<file path="config.mk">
export PLATFORM = sky130hd
export DESIGN_NAME = button_conditioner
export DESIGN_NICKNAME = d
export VERILOG_FILES = /design/src/rtl/button_conditioner.sv
export SDC_FILE = /design/constraint.sdc
export NUM_CORES = 1
export LEC_CHECK = 0
export BUFFER_PORTS_ARGS = -buffer_cell sky130_fd_sc_hd__buf_2
export CAP_MARGIN = 20
export CORE_ASPECT_RATIO = 0.9
export CORE_MARGIN = 2
export CORE_UTILIZATION = 45
export CTS_BUF_LIST = sky130_fd_sc_hd__clkbuf_8
export DETAILED_ROUTE_END_ITERATION = 16
export HOLD_SLACK_MARGIN = 0.05
export PLACE_DENSITY = 0.64
export SYNTH_ARGS = -nofsm -noshare
export SYNTH_HDL_FRONTEND = slang
export SYNTH_SLANG_ARGS = --single-unit
</file>
<file path="constraint.sdc">
create_clock -name Clk -period 1.9 [get_ports Clk]
set_clock_uncertainty 0.05 [all_clocks]
set_input_delay 0.38 -clock Clk [delete_from_list [all_inputs] [get_ports Clk]]
set_output_delay 0.38 -clock Clk [all_outputs]
set_load 0.01 [all_outputs]
</file>
<file path="src/rtl/button_conditioner.sv">
// Multi-channel push-button conditioner: synchronise, debounce, and emit press/release
// pulses with optional auto-repeat while a button is held.

module btn_channel #(
    parameter int SYNC_STAGES     = 2,
    parameter int DEBOUNCE_CYCLES = 4,
    parameter int ACTIVE_LOW      = 1,
    parameter int REPEAT_EN       = 1,
    parameter int REPEAT_DELAY    = 10,
    parameter int REPEAT_PERIOD   = 5
) (
    input  logic clk,
    input  logic rst,
    input  logic raw,
    output logic level,
    output logic press,
    output logic rel
);
    localparam logic IDLE_RAW = (ACTIVE_LOW != 0);
    localparam int   DW       = $clog2(DEBOUNCE_CYCLES + 1);
    localparam int   RMAX     = (REPEAT_DELAY > REPEAT_PERIOD) ? REPEAT_DELAY : REPEAT_PERIOD;
    localparam int   RW       = $clog2(RMAX + 1);

    localparam logic [DW-1:0] DB_LAST     = DW'(DEBOUNCE_CYCLES - 1);
    localparam logic [RW-1:0] DELAY_LAST  = RW'(REPEAT_DELAY - 1);
    localparam logic [RW-1:0] PERIOD_LAST = RW'(REPEAT_PERIOD - 1);

    typedef enum logic [1:0] {IDLE, HELD, REPEATING} state_t;

    logic [SYNC_STAGES-1:0] sync;
    logic [DW-1:0]          db_cnt;
    logic [RW-1:0]          rcnt;
    state_t                 state;
    logic                   sample, differ, settle, rise, fall;

    // Synchronizer resets to the idle pin level so a held button reads as a fresh press.
    always_ff @(posedge clk or posedge rst) begin
        if (rst) sync <= {SYNC_STAGES{IDLE_RAW}};
        else     sync <= {sync[SYNC_STAGES-2:0], raw};
    end

    assign sample = sync[SYNC_STAGES-1] ^ IDLE_RAW;
    assign differ = (sample != level);
    assign settle = differ && (db_cnt == DB_LAST);
    assign rise   = settle && !level;
    assign fall   = settle && level;

    always_ff @(posedge clk or posedge rst) begin
        if (rst) begin
            level  <= 1'b0;
            db_cnt <= '0;
        end else if (!differ) begin
            db_cnt <= '0;
        end else if (db_cnt == DB_LAST) begin
            level  <= ~level;
            db_cnt <= '0;
        end else begin
            db_cnt <= db_cnt + 1'b1;
        end
    end

    // Level fall is handled first so a release always beats a coincident repeat expiry.
    always_ff @(posedge clk or posedge rst) begin
        if (rst) begin
            state <= IDLE;
            rcnt  <= '0;
            press <= 1'b0;
            rel   <= 1'b0;
        end else begin
            press <= 1'b0;
            rel   <= 1'b0;
            if (fall) begin
                state <= IDLE;
                rcnt  <= '0;
                rel   <= 1'b1;
            end else begin
                case (state)
                    IDLE: begin
                        if (rise) begin
                            state <= HELD;
                            rcnt  <= '0;
                            press <= 1'b1;
                        end
                    end
                    HELD: begin
                        if (REPEAT_EN != 0) begin
                            if (rcnt == DELAY_LAST) begin
                                press <= 1'b1;
                                state <= REPEATING;
                                rcnt  <= '0;
                            end else begin
                                rcnt <= rcnt + 1'b1;
                            end
                        end
                    end
                    REPEATING: begin
                        if (rcnt == PERIOD_LAST) begin
                            press <= 1'b1;
                            rcnt  <= '0;
                        end else begin
                            rcnt <= rcnt + 1'b1;
                        end
                    end
                    default: state <= IDLE;
                endcase
            end
        end
    end
endmodule

module button_conditioner #(
    parameter int N_BTN           = 2,
    parameter int SYNC_STAGES     = 2,
    parameter int DEBOUNCE_CYCLES = 4,
    parameter int ACTIVE_LOW      = 1,
    parameter int REPEAT_EN       = 1,
    parameter int REPEAT_DELAY    = 10,
    parameter int REPEAT_PERIOD   = 5
) (
    input  logic             Clk,
    input  logic             Reset,
    input  logic [N_BTN-1:0] btn_in,
    output logic [N_BTN-1:0] btn_level,
    output logic [N_BTN-1:0] btn_press,
    output logic [N_BTN-1:0] btn_release,
    output logic             btn_any
);
    for (genvar i = 0; i < N_BTN; i++) begin : g_ch
        btn_channel #(
            .SYNC_STAGES    (SYNC_STAGES),
            .DEBOUNCE_CYCLES(DEBOUNCE_CYCLES),
            .ACTIVE_LOW     (ACTIVE_LOW),
            .REPEAT_EN      (REPEAT_EN),
            .REPEAT_DELAY   (REPEAT_DELAY),
            .REPEAT_PERIOD  (REPEAT_PERIOD)
        ) u_ch (
            .clk  (Clk),
            .rst  (Reset),
            .raw  (btn_in[i]),
            .level(btn_level[i]),
            .press(btn_press[i]),
            .rel  (btn_release[i])
        );
    end

    assign btn_any = |btn_level;
endmodule

</file>
### After elaboration in Yosys (flattened, before gate mapping)

Index checks and enable logic that the tools add are counted.

| word-level totals | value |
|---|---|
| output and inout port bits | 7 |
| bits in registers | 28 |
| input port bits | 4 |
| word-level logic and storage cells | 93 |

| cells by class | value |
|---|---|
| eq/ne operators | 18 |
| bitwise logic cells | 4 |
| muxes and demuxes | 34 |
| add/subtract/negate cells | 4 |
| reduce and logical (&&, ||, !) cells | 19 |

Operators with widths:

| kind | number |
|---|---|
| 4-bit two-way mux | 8 |
| 4-bit one-hot mux with 3 select lines | 2 |
| 2-bit two-way mux | 6 |
| 3-bit two-way mux | 4 |
| 3-bit by 1-bit inequality test with 1-bit output (second input constant) | 4 |
| 2-bit one-hot mux with 3 select lines | 2 |
| 1-bit two-way mux | 10 |
| 4-bit by 1-bit adder with 4-bit output (second input constant) | 2 |
| 4-bit by 3-bit == test with 1-bit output (second input constant) | 2 |
| 4-bit == test (second input constant) | 2 |
| 2-bit AND reduction | 4 |
| 4-bit nonzero test | 2 |
| 3-bit by 1-bit adder with 3-bit output (second input constant) | 2 |
| 3-bit by 2-bit == test with 1-bit output (second input constant) | 2 |
| 1-bit logical AND | 6 |
| 1-bit one-hot mux with 3 select lines | 2 |
| 3-bit AND reduction | 2 |
| 2-bit by 1-bit == test with 1-bit output (second input constant) | 2 |
| 2-bit == test (second input constant) | 2 |
| 2-bit zero test | 2 |
| 2-bit by 1-bit inequality test with 1-bit output (second input constant) | 2 |
| 1-bit NOT | 4 |
| 1-bit zero test | 2 |
| 1-bit inequality test | 2 |
| 2-bit OR reduction | 1 |

### Logic depth before layout (Yosys ltp)

| logic depth | value |
|---|---|
| word-level depth | 7 |
| gate-level depth with buffers | 6 |
| mapped depth without buffers | 6 |

### Hierarchy

A second synthesis with hierarchy kept.

| second synthesis, totals | value |
|---|---|
| cell total of the unflattened synthesis | 155 |
| area, all modules | 1602.8 um^2 |

By module, submodules not included:

| module | seq. area each (um^2) | area each (um^2) | cells an instance | times used |
|---|---|---|---|---|
| btn_channel | 352.8 | 798.3 | 77 | 2 |
| button_conditioner | 0.0 | 6.3 | 1 | 1 |

### Worst setup path after synthesis

Ideal clock, no wire load.

| timing path | value |
|---|---|
| path type | register -> register |
| from | register g_ch[1].u_ch.state[0] |
| to | register g_ch[1].u_ch.rcnt[2] |
| required time | 1.770 ns |
| arrival | 1.494 ns |
| clock period less this slack | 1.624 ns |
| path buffers | 0 |
| setup time | 0.080 ns |
| cell stages (with the launch flop) | 7 |
| slack | 0.276 ns |
| cell sequence | dfrtp_1 inv_1 ha_1 and4bb_4 nor4b_4 a21oi_1 nor3_2 |

| on the way | value |
|---|---|
| cells in the longest elaborated chain, start to end | 3 |
| elaborated cells on any way between the ends | 8 |
| those cells by class | eq/ne: 3; mux: 2; reduce/logical: 3 |

RTL lines:

| what | RTL line | RTL |
|---|---|---|
| start, declared | 33 | `state_t state;` |
| start signal, assigned | 65 | `state <= IDLE;` |
| start signal, assigned | 73 | `state <= IDLE;` |
| start signal, assigned | 80 | `state <= HELD;` |
| 2-bit == test, or another cell as far along | 77 | `case (state)` |
| 4-bit one-hot mux with 3 select lines, or another cell as far along | 77 |  |
| 4-bit two-way mux / 2-bit AND reduction (equally long branches) | -- |  |
| end signal, assigned | 92 | `rcnt <= rcnt + 1'b1;` |
| end signal, assigned | 101 | `rcnt <= rcnt + 1'b1;` |
| end, declared | 32 | `logic [RW-1:0] rcnt;` |

Parallel ways exist; a longest one is shown, timed or not.
A chain may end at the register's enable or synchronous reset.

### Worst setup path after layout

Same ends and word-level chain as after synthesis.

==> results.sh <==
export IMPL_regToRegEndpoint="g_ch[1].u_ch.rcnt[2]"
export IMPL_ys_dominant_reg_cell="dfrtp_1"
export IMPL_setup_viol_count_final=0
export IMPL_die_width_um=68.2
export IMPL_cp_required_ns=2.06
export IMPL_crit_slowest_cell="dfrtp_1"
export IMPL_cts_max_level=1
export IMPL_drt_wl_total_um=2930
export IMPL_r2r_setup_slack_ns=0.12
export IMPL_port_buffers=10
export IMPL_cp_end_kind="flip-flop"
export IMPL_worstSetupStartpointType="flip-flop"
export IMPL_ys_warnings_count=0
export IMPL_synth_largest_area_cell="dfrtp_1"
export IMPL_hold_wc_path_type="in -> async"
export IMPL_detailedRoute_firstIterationViolations=73
export IMPL_synth_area_per_cell_um2=10.2
export IMPL_async_flop_share=1.00
export IMPL_finalMaxSlewViolations=0
export IMPL_cts_clk_slew_worst_paths_ns=0.10
export IMPL_synthesis_instances=164
export IMPL_antenna_left=0
export IMPL_max_freq_mhz=561
export IMPL_grt_antenna_before_repair=0
export IMPL_syn_num_nets=186
export IMPL_antenna_cells_inserted=0
export IMPL_grt_pass1_vias=1179
export IMPL_post_synthesis_instance_area_um2=1670
export IMPL_design_die_area_um2=4210
export IMPL_synth_register_bits=28
export IMPL_start_util=0.483
export IMPL_viasPerCell=5.48
export IMPL_grt_pass1_wl_um=5270
export IMPL_worst_path_largest_cell_delay_ns=0.43
export IMPL_cts_root_to_sink_buffers=2
export IMPL_criticalPathCategory="reg -> reg"
export IMPL_run_status="finished, final reports clean"
export IMPL_cts_made_buffers=3
export IMPL_dr_total_vias=1195
export IMPL_globalRoute_totalOverflow=0
export IMPL_grt_max_degree=29
export IMPL_critical_path_n_buffers_inverters=1
export IMPL_synth_seq_area_share=0.423
export IMPL_timing_final_hold_violations=0
export IMPL_mostFrequentLayoutCell="dfrtp_1"
export IMPL_layout_cells_most_common_list="24 x dfrtp_1, 17 x nand3_1, 17 x ha_1"
export IMPL_timing_critical_path_fanout_max=5
export IMPL_cts_repair_timing_setup_buffer_count=0
export IMPL_synth_top_area_share=0.360
export IMPL_final_nets=197
export IMPL_path_cells="inv_2, ha_2, and4bb_4, nor4b_4, a21oi_1, nor3_2"
export IMPL_dp_hpwl_um=2240
export IMPL_yosysUniqueCellTypes=38
export IMPL_power_leakage_uw=0.000830
export IMPL_cp_arrival_ns=1.94
export IMPL_grt_setup_unrepaired="no"
export IMPL_post_route_period_util=0.938
export IMPL_cap_violations=0
export IMPL_finalCoreUtilization=0.528
export IMPL_cts_num_sinks=28
export IMPL_synth_top_cells_by_area="dfrtp_1 36%, ha_1 14%, dfstp_2 6.3%"
export IMPL_cts_root_buffer="clkbuf_8"
export IMPL_fin_crit_ns=1.78
export IMPL_drt_wirelength_per_cell_um=13.5
export IMPL_num_rows=20
export IMPL_worst_r2r_path_depth=6
export IMPL_ios=11
export IMPL_tritoncts="built"
export IMPL_critPathTopFamily="simple AND/OR/NAND/NOR gates"
export IMPL_maxSlewHeadroom=0.673
export IMPL_place_congestion=0.860
export IMPL_worst_skew_pair_later_pin_latency_ns=0.28
export IMPL_worst_pin_slew_ns=0.484
export IMPL_beginning_of_the_worst_register_to_register_path="g_ch[1].u_ch.state[0]"
export IMPL_drcViolationCount=0
export IMPL_tns_ns=0
export IMPL_post_route_cells_drive_above_1_share=0.184
export IMPL_placeableCoreArea_um2=3450
export IMPL_die_h_um=61.8
export IMPL_setup_ws_ns=0.117
export IMPL_syn2layout_area_growth_pct=9.30
export IMPL_synth_edff_count=0
export IMPL_groute_usage_overall=0.169
export IMPL_max_vdd_ir_drop_uv=525
export IMPL_power_density_cell_area_nw_per_um2=1330
export IMPL_drt_first_pass_iters=4
export IMPL_dp_slack_ns=0.127
cell usage after synthesis (2+ instances only):
cell,number
nand3_1,17
nor3_1,2
nor4bb_1,2
or2_1,2
nor2b_1,4
nand4b_1,4
xnor2_1,2
nor4b_4,2
dfrtp_1,24
nand2_1,12
nor2_1,11
a31oi_1,5
ha_1,18
buf_4,6
nand2b_1,2
o21ai_0,7
a21oi_1,10
a31o_1,2
dfstp_2,4
inv_1,10
routing by layer:
metal / global-route usage / up-vias / wire length (um)
met3: 0.0468 / 4 / 144
met1: 0.236 / 571 / 1510
met5: 0 / - / 0
met2: 0.258 / 24 / 1250
li1: - / 596 / -
met4: 0.0514 / 0 / 30
through the flow:
| step | cells | power, uW | cell area, um2 | hold WS (ns) |
|---|---|---|---|---|
| 2_1_floorplan | 164 | 1720 | 1670 | 0.295 |
| 3_3_place_gp | 214 | 1900 | 1740 | 0.296 |
| 3_5_place_dp | 214 | 1970 | 1740 | 0.298 |
| 4_1_cts | 218 | 2440 | 1810 | 0.115 |
| 5_1_grt | 218 | 2650 | 1820 | 0.128 |
| 6_report | 218 | 2430 | 1820 | 0.0964 |
report_power, final:
| part | internal [uW] | total, uW | leakage, uW | switching, uW |
|---|---|---|---|---|
| Clock | 282 | 464 | 0.0000357 | 182 |
| Combinational | 480 | 1120 | 0.000432 | 642 |
| Sequential | 726 | 845 | 0.000362 | 119 |
| Total | 1490 | 2430 | 0.000830 | 943 |
tightest hold or removal path, stage by stage:
cell,delay [ns]
buf_2,0.10
inv_1,0.04
buf_4,0.32
flip-flops by register name, indices dropped and copies added, names as in the netlist:
signal,count
g_ch.u_ch.state,4
g_ch.u_ch.level,2
g_ch.u_ch.rel,2
g_ch.u_ch.press,2
g_ch.u_ch.rcnt,8
g_ch.u_ch.sync,4
g_ch.u_ch.db_cnt,6
worst max path at each step:
stage	from	to	slack, ns	cells past startpoint
CTS	g_ch[1].u_ch.state[0]	g_ch[1].u_ch.rcnt[2]	0.10	6
finish	g_ch[1].u_ch.state[0]	g_ch[1].u_ch.rcnt[2]	0.12	6
detailed placement	g_ch[1].u_ch.state[0]	g_ch[1].u_ch.rcnt[2]	0.13	6
global route	g_ch[1].u_ch.state[0]	g_ch[1].u_ch.rcnt[2]	0.02	6
floorplan	g_ch[1].u_ch.state[0]	g_ch[1].u_ch.rcnt[2]	0.28	6
global placement	g_ch[1].u_ch.state[0]	g_ch[1].u_ch.rcnt[0]	0.23	6
cell families after synthesis:
family                   share of synthesized area
XOR/XNOR                                    0.0158
buffers and inverters                       0.0518
AND/OR/NAND/NOR                              0.259
adder cells (fa/ha/maj)                      0.135
flip-flops                                   0.423
AO/OA/AOI/OAI                                0.116
cell type report:
cell class | instances | area, um2
multi-input combinational | 119 | 885
clock buffer | 3 | 41.3
clock inverter | 1 | 30.0
timing repair buffer | 12 | 65.1
tap | 44 | 55.1
sequential | 28 | 706
inverter | 11 | 41.3
fill | 320 | 1630
timing repair:
action                     in CTS  in global routing
hold buffers                    0                  0
gates resized for setup         0                  3
setup endpoints to repair       0                  2
Power figures use the tool's default switching activity.
